### src/rtl/shot_sequencer.sv
// shot_sequencer: two-player fire controller with launch/flight/cooldown sequencing, hit counting and win/restart handling
module shot_sequencer #(
  parameter logic [7:0]  FIRE_KEY1       = 8'h2C,
  parameter logic [7:0]  FIRE_KEY2       = 8'h28,
  parameter logic [7:0]  RESTART_KEY     = 8'h15,
  parameter int unsigned COOLDOWN_FRAMES = 15,
  parameter int unsigned MAX_FLIGHT      = 120,
  parameter int unsigned WIN_HITS        = 5
) (
  input  logic        frame_clk,
  input  logic        Reset_n,
  input  logic [31:0] keycode,
  input  logic [9:0]  tank1_xmotion,
  input  logic [9:0]  tank1_ymotion,
  input  logic [9:0]  tank2_xmotion,
  input  logic [9:0]  tank2_ymotion,
  input  logic        bullet1_done,
  input  logic        bullet2_done,
  input  logic        shot_hit1,
  input  logic        shot_hit2,
  output logic        fire1,
  output logic        fire2,
  output logic [1:0]  fire_dir1,
  output logic [1:0]  fire_dir2,
  output logic        busy1,
  output logic        busy2,
  output logic [3:0]  hits1,
  output logic [3:0]  hits2,
  output logic        game_over_display,
  output logic        game_over_display2
);
  typedef enum logic [1:0] {IDLE, LAUNCH, FLIGHT, COOLDOWN} state_t;

  function automatic logic has_key(input logic [31:0] kc, input logic [7:0] k);
    return kc[7:0] == k || kc[15:8] == k || kc[23:16] == k || kc[31:24] == k;
  endfunction

  state_t     st_q[2], st_d[2];
  logic [7:0] cnt_q[2], cnt_d[2];
  logic [1:0] head_q[2], head_d[2], dir_q[2], dir_d[2];
  logic [3:0] hits_q[2], hits_d[2];
  logic [9:0] xm[2], ym[2];
  logic [2:0] key_now, key_q, key_d, kedge;
  logic [1:0] fire_q, fire_d, busy_q, busy_d, go_q, go_d, done, hit;
  logic       restart, frz;

  assign key_now = {has_key(keycode, RESTART_KEY), has_key(keycode, FIRE_KEY2), has_key(keycode, FIRE_KEY1)};
  assign xm[0] = tank1_xmotion;
  assign ym[0] = tank1_ymotion;
  assign xm[1] = tank2_xmotion;
  assign ym[1] = tank2_ymotion;
  assign done = {bullet2_done, bullet1_done};
  assign hit = {shot_hit2, shot_hit1};

  // next-state for key edges, win flags, headings and both player FSMs
  always_comb begin
    key_d = key_now;
    kedge = key_now & ~key_q;
    restart = kedge[2] & (|go_q);
    for (int i = 0; i < 2; i++) go_d[i] = !restart && (go_q[i] || hits_q[i] >= 4'(WIN_HITS));
    frz = |go_d;
    for (int i = 0; i < 2; i++) begin
      head_d[i] = (xm[i] == 10'h3FF && ym[i] == 10'd0) ? 2'b00 :
                  (xm[i] == 10'd1   && ym[i] == 10'd0) ? 2'b01 :
                  (xm[i] == 10'd0   && ym[i] == 10'd1) ? 2'b10 :
                  (xm[i] == 10'd0   && ym[i] == 10'h3FF) ? 2'b11 : head_q[i];
      st_d[i] = st_q[i];
      cnt_d[i] = cnt_q[i];
      dir_d[i] = dir_q[i];
      hits_d[i] = hits_q[i];
      case (st_q[i])
        IDLE: if (kedge[i]) begin
          st_d[i] = LAUNCH;
          dir_d[i] = head_q[i];
        end
        LAUNCH: begin
          st_d[i] = FLIGHT;
          cnt_d[i] = '0;
        end
        FLIGHT: begin
          cnt_d[i] = cnt_q[i] + 8'd1;
          if (hit[i] || done[i] || cnt_q[i] == 8'(MAX_FLIGHT - 1)) begin
            st_d[i] = COOLDOWN;
            cnt_d[i] = '0;
          end
          if (hit[i]) hits_d[i] = (hits_q[i] == 4'hF) ? hits_q[i] : hits_q[i] + 4'd1;
        end
        default: begin
          st_d[i] = (cnt_q[i] == 8'(COOLDOWN_FRAMES - 1)) ? IDLE : COOLDOWN;
          cnt_d[i] = (cnt_q[i] == 8'(COOLDOWN_FRAMES - 1)) ? 8'd0 : cnt_q[i] + 8'd1;
        end
      endcase
      if (frz || restart) begin
        st_d[i] = IDLE;
        cnt_d[i] = '0;
        hits_d[i] = restart ? 4'd0 : hits_q[i];
      end
      if (restart) dir_d[i] = (i == 0) ? 2'b01 : 2'b00;
      fire_d[i] = st_d[i] == LAUNCH;
      busy_d[i] = st_d[i] != IDLE;
    end
  end

  // state registers with asynchronous active-low reset
  always_ff @(posedge frame_clk or negedge Reset_n) begin
    if (!Reset_n) begin
      for (int i = 0; i < 2; i++) begin
        st_q[i] <= IDLE;
        cnt_q[i] <= '0;
        head_q[i] <= (i == 0) ? 2'b01 : 2'b00;
        dir_q[i] <= (i == 0) ? 2'b01 : 2'b00;
        hits_q[i] <= '0;
      end
      key_q <= '0;
      fire_q <= '0;
      busy_q <= '0;
      go_q <= '0;
    end else begin
      for (int i = 0; i < 2; i++) begin
        st_q[i] <= st_d[i];
        cnt_q[i] <= cnt_d[i];
        head_q[i] <= head_d[i];
        dir_q[i] <= dir_d[i];
        hits_q[i] <= hits_d[i];
      end
      key_q <= key_d;
      fire_q <= fire_d;
      busy_q <= busy_d;
      go_q <= go_d;
    end
  end

  assign fire1 = fire_q[0];
  assign fire2 = fire_q[1];
  assign fire_dir1 = dir_q[0];
  assign fire_dir2 = dir_q[1];
  assign busy1 = busy_q[0];
  assign busy2 = busy_q[1];
  assign hits1 = hits_q[0];
  assign hits2 = hits_q[1];
  assign game_over_display = go_q[0];
  assign game_over_display2 = go_q[1];
endmodule

### config.mk
export PLATFORM = sky130hd
export DESIGN_NAME = shot_sequencer
export DESIGN_NICKNAME = d
export VERILOG_FILES = /design/src/rtl/shot_sequencer.sv
export SDC_FILE = /design/constraint.sdc
export NUM_CORES = 1
export LEC_CHECK = 0
export ABC_CLOCK_PERIOD_IN_PS = 1800
export CORE_UTILIZATION = 42
export CTS_BUF_LIST = sky130_fd_sc_hd__clkbuf_8 sky130_fd_sc_hd__clkbuf_16
export CTS_CLUSTER_DIAMETER = 60
export CTS_CLUSTER_SIZE = 25
export DETAILED_ROUTE_END_ITERATION = 12
export PLACE_DENSITY = 0.8
export SKIP_CTS_REPAIR_TIMING = 1
export SLEW_MARGIN = 20
export SYNTH_ARGS = -nofsm -noshare
export SYNTH_HDL_FRONTEND = slang
export SYNTH_SLANG_ARGS = --single-unit
export TNS_END_PERCENT = 30
### constraint.sdc
create_clock -name frame_clk -period 1.8 [get_ports frame_clk]
set_input_delay 0.36 -clock frame_clk [delete_from_list [all_inputs] [get_ports frame_clk]]
set_output_delay 0.36 -clock frame_clk [all_outputs]
set_load 0.02 [all_outputs]
==> impl_results.html <==
<table>
<tr><th>Metric</th><th>Value</th></tr>
<tr><th colspan="2">CTS</th></tr>
<tr><td>H-tree level count</td><td>2</td></tr>
<tr><td># clock sinks</td><td>45</td></tr>
<tr><td>CTS clk-pin slew, worst paths</td><td>0.09 ns</td></tr>
<tr><td>Cell at the root of the clock tree</td><td>clkbuf_8</td></tr>
<tr><td>Clock Tree Buf Depth</td><td>2</td></tr>
<tr><td>Num CTS Buffers</td><td>5</td></tr>
<tr><td>Later-pin clock latency in the skew report</td><td>0.30 ns</td></tr>
<tr><td>TritonCTS clock tree</td><td>done</td></tr>
<tr><th colspan="2">Final layout</th></tr>
<tr><td>Non-Filler Instances</td><td>556</td></tr>
<tr><td>Most common library cell in the layout ignoring fill and taps</td><td>clkdlybuf4s50_1</td></tr>
<tr><td>Commonest non-fill, non-tap cells in the layout</td><td>clkdlybuf4s50_1, buf_4, dfrtp_1, nor2_1, nand2_1</td></tr>
<tr><td>Share of final-layout standard cells stronger than drive strength 1</td><td>0.292</td></tr>
<tr><td>Area grow syn2layout</td><td>72.2%</td></tr>
<tr><td>Final Core Density</td><td>0.763</td></tr>
<tr><td>Antenna fix cells</td><td>0</td></tr>
<tr><td>Fillcell total</td><td>435</td></tr>
<tr><td>NumNets Final</td><td>572</td></tr>
<tr><th colspan="2">Timing</th></tr>
<tr><td>Worst path setup slack after routing</td><td>-0.0783 ns</td></tr>
<tr><td>Headroom to the max-slew limit</td><td>0.727</td></tr>
<tr><td>Clock Skew</td><td>0.0146 ns</td></tr>
<tr><td>Final hold violation count</td><td>0</td></tr>
<tr><td>Number of pins exceeding their max-slew limit in the final report</td><td>0</td></tr>
<tr><td>Tcrit/Tclk final</td><td>1.04</td></tr>
<tr><td>Worst Tran Pin Value</td><td>0.403 ns</td></tr>
<tr><td>Clock period minus worst slack</td><td>1.88 ns</td></tr>
<tr><td>Final setup vio count</td><td>8</td></tr>
<tr><td>Worst Hold Slack</td><td>0.460 ns</td></tr>
<tr><td>Unrepaired setup endpoints after global routing</td><td>true</td></tr>
<tr><td>Fmax</td><td>532 MHz</td></tr>
<tr><th colspan="2">GRT</th></tr>
<tr><td>Number of global-route vias before repair</td><td>3157</td></tr>
<tr><td>Maximum number of pins on one net before global-route repair</td><td>26</td></tr>
<tr><td>Total global routing overflow</td><td>0</td></tr>
<tr><td>Wire length of the first global-routing pass</td><td>13.6 mm</td></tr>
<tr><td>Total global routing track utilization</td><td>0.238</td></tr>
<tr><td>Initial antenna violation count</td><td>0</td></tr>
<tr><th colspan="2">Outcome</th></tr>
<tr><td>Violations in the final reports</td><td>design-rule violations, negative setup slack</td></tr>
<tr><td>Outcome</td><td>complete, but fails checks</td></tr>
<tr><th colspan="2">Synth</th></tr>
<tr><td>Synthesis Warnings</td><td>0</td></tr>
<tr><td>Ranking of synthesized cells by area</td><td>dfrtp_1, ha_1, nand3_1, nor2_1, nand2_1</td></tr>
<tr><td>Cell Area, Synth</td><td>0.00286 mm2</td></tr>
<tr><td>Syn nets</td><td>415</td></tr>
<tr><td>Most frequently used flop master after synthesis</td><td>dfrtp_1</td></tr>
<tr><td>Average footprint of a synthesized cell</td><td>8.92 um2</td></tr>
<tr><td>Post-synth top area share</td><td>0.376</td></tr>
<tr><td>Syn Inst Count</td><td>321</td></tr>
<tr><td>Count of flip-flops with a built-in enable after synthesis</td><td>0</td></tr>
<tr><td>Netlist cell types</td><td>50</td></tr>
<tr><td>Portion of the post-synthesis area used by sequential elements</td><td>0.394</td></tr>
<tr><td>Asr flop ratio synth</td><td>1.00</td></tr>
<tr><td>Flip-flop and latch count after synthesis</td><td>45</td></tr>
<tr><td>Cell type with the highest aggregate area in the netlist</td><td>dfrtp_1</td></tr>
<tr><th colspan="2">Route</th></tr>
<tr><td>Average detailed-routed wire length per instance</td><td>16.9 um</td></tr>
<tr><td>Number of vias after detailed routing</td><td>3146</td></tr>
<tr><td>DR vias/cell</td><td>5.66</td></tr>
<tr><td>Routed wire length</td><td>9.40 mm</td></tr>
<tr><td>DRC violation total after the first TritonRoute iteration</td><td>116</td></tr>
<tr><td>Remaining design rule violation count</td><td>4</td></tr>
<tr><td>Final ANT Viol Nets</td><td>0</td></tr>
<tr><td>Length of the first detailed-routing pass in iterations</td><td>8</td></tr>
<tr><th colspan="2">Worst hold path</th></tr>
<tr><td>Hold Path Class</td><td>in2async</td></tr>
<tr><th colspan="2">Floorplan</th></tr>
<tr><td>Die Y</td><td>84.6 um</td></tr>
<tr><td>Starting Density</td><td>0.443</td></tr>
<tr><td>Core Area</td><td>0.00646 mm2</td></tr>
<tr><td>Die Outline Area</td><td>0.00715 mm2</td></tr>
<tr><td>Row count</td><td>29</td></tr>
<tr><td>Die width</td><td>84.6 um</td></tr>
<tr><td>Ports placed on the boundary</td><td>96</td></tr>
<tr><th colspan="2">Run</th></tr>
<tr><td>Max-cap viol count</td><td>0</td></tr>
<tr><th colspan="2">Placement</th></tr>
<tr><td>Final weighted congestion in routability-driven placement</td><td>0.855</td></tr>
<tr><td>Placed cell count</td><td>535</td></tr>
<tr><td>Number of port buffers</td><td>95</td></tr>
<tr><td>Final HPWL from detailed placement</td><td>6.41 mm</td></tr>
<tr><td>Placement Setup Slack</td><td>-0.443 ns</td></tr>
<tr><th colspan="2">Worst setup path</th></tr>
<tr><td>Delay contributed by the slowest stage of the critical path</td><td>0.42 ns</td></tr>
<tr><td>CP Cell Sequence</td><td>inv_2 -&gt; ha_4 -&gt; nor4bb_4 -&gt; o21a_1 -&gt; o2111ai_2 -&gt; or3_1 -&gt; o211ai_1</td></tr>
<tr><td>Crit Path Category</td><td>reg2reg</td></tr>
<tr><td>Kind of launch point of the worst setup path</td><td>flip-flop</td></tr>
<tr><td>Worst Path Max Fanout</td><td>3</td></tr>
<tr><td>Crit path max-delay cell type</td><td>dfrtp_2</td></tr>
<tr><td>Endpoint required time on the critical path</td><td>2.00 ns</td></tr>
<tr><td>Worst EP arrival</td><td>2.08 ns</td></tr>
<tr><td>Critical Path End Type</td><td>flip-flop</td></tr>
<tr><th colspan="2">Power</th></tr>
<tr><td>Leakage power of the design</td><td>2.31 nW</td></tr>
<tr><td>Power density of the placed cells</td><td>563 mW/mm2</td></tr>
<tr><td>Post-route total power</td><td>0.00278 W</td></tr>
<tr><td>Worst voltage drop across the vdd grid</td><td>0.344 mV</td></tr>
</table>
[final timing paths]
path	to	cells after the start	start	slack (ns)
worst max-delay path	cnt_q[6]$_DFFE_PN0P_	7	st_q[1]$_DFF_PN0_	-0.08
worst min-delay path	busy_q[0]$_DFF_PN0_	2	Reset_n	0.46
worst max register to register	cnt_q[6]$_DFFE_PN0P_	7	st_q[1]$_DFF_PN0_	-0.08
worst min register to register	head_q[3]$_DFFE_PN0P_	1	head_q[3]$_DFFE_PN0P_	0.49
max in group asynchronous	head_q[2]$_DFFE_PN1P_	3	Reset_n	0.82
min in group frame_clk	head_q[3]$_DFFE_PN0P_	1	head_q[3]$_DFFE_PN0P_	0.49
[cell type report]
cell class	count	area [um2]	share of cell area
Multi-Input combinational cell	252	2010	0.408
Clock inverter	2	37.5	0.00761
Inverter	19	73.8	0.0150
Timing Repair Buffer	155	1490	0.302
Tap cell	77	96.3	0.0195
Sequential cell	45	1140	0.231
Clock buffer	6	82.6	0.0168
[critical path: cells and delay by family, from the launching register on]
family | cells | cell delay (ns)
and+or+nand+nor | 2 | 0.57
AOI/OAI and AO/OA | 3 | 0.46
DFF | 1 | 0.42
adders and majority gates | 1 | 0.27
buffers and inverters | 1 | 0.06
[registers in the layout, indices dropped and copies added (netlist names)]
| register | flops |
|---|---|
| busy_q | 2 |
| cnt_q | 16 |
| fire_dir1 | 2 |
| fire_dir2 | 2 |
| fire_q | 2 |
| go_q | 2 |
| head_q | 4 |
| hits1 | 4 |
| hits2 | 4 |
| key_q | 3 |
| st_q | 4 |
[through the flow]
| stage | area, um2 | setup TNS [ns] |
|---|---|---|
| after detailed placement | 4290 | -9.45 |
| after CTS | 4410 | -1.63 |
| final | 4930 | -0.250 |
| after floorplan | 2920 | 0 |
| after global placement | 4290 | -7.34 |
| after global routing | 4930 | -1.65 |
[report_power, final]
part           switching [W]  internal (W)
Combinational       0.000413      0.000446
Sequential         0.0000511       0.00105
Clock               0.000363      0.000452
Total               0.000828       0.00195
[cells by family after synthesis]
kind of cell | share of synthesized area
and+or+nand+nor | 0.318
AOI/OAI and AO/OA | 0.167
DFF | 0.394
buffers and inverters | 0.0350
adders and majority gates | 0.0699
muxes | 0.0105
xor gates and xnor gates | 0.00612
[synth_stat cells, types with 6 or more instances]
cell      number
dfrtp_1       43
nor2_1        31
nand2_1       26
nand3_1       25
inv_1         19
ha_1          16
nor3_1        14
o21ai_0       13
a31oi_1       11
nand4_1       11
a21oi_1        9
nand3b_1       8
nand2b_1       7
nor4bb_1       7
or3_1          6
[metal layers]
| metal | global-route usage | part of all wire | up-vias |
|---|---|---|---|
| met2 | 0.452 | 0.54 | 100 |
| met4 | 0.0401 | 0.015 | 0 |
| met5 | 0 | 0 | - |
| li1 | - | - | 1512 |
| met3 | 0.0629 | 0.053 | 16 |
| met1 | 0.269 | 0.39 | 1518 |
Note: power is estimated with default switching activity, not from simulation.
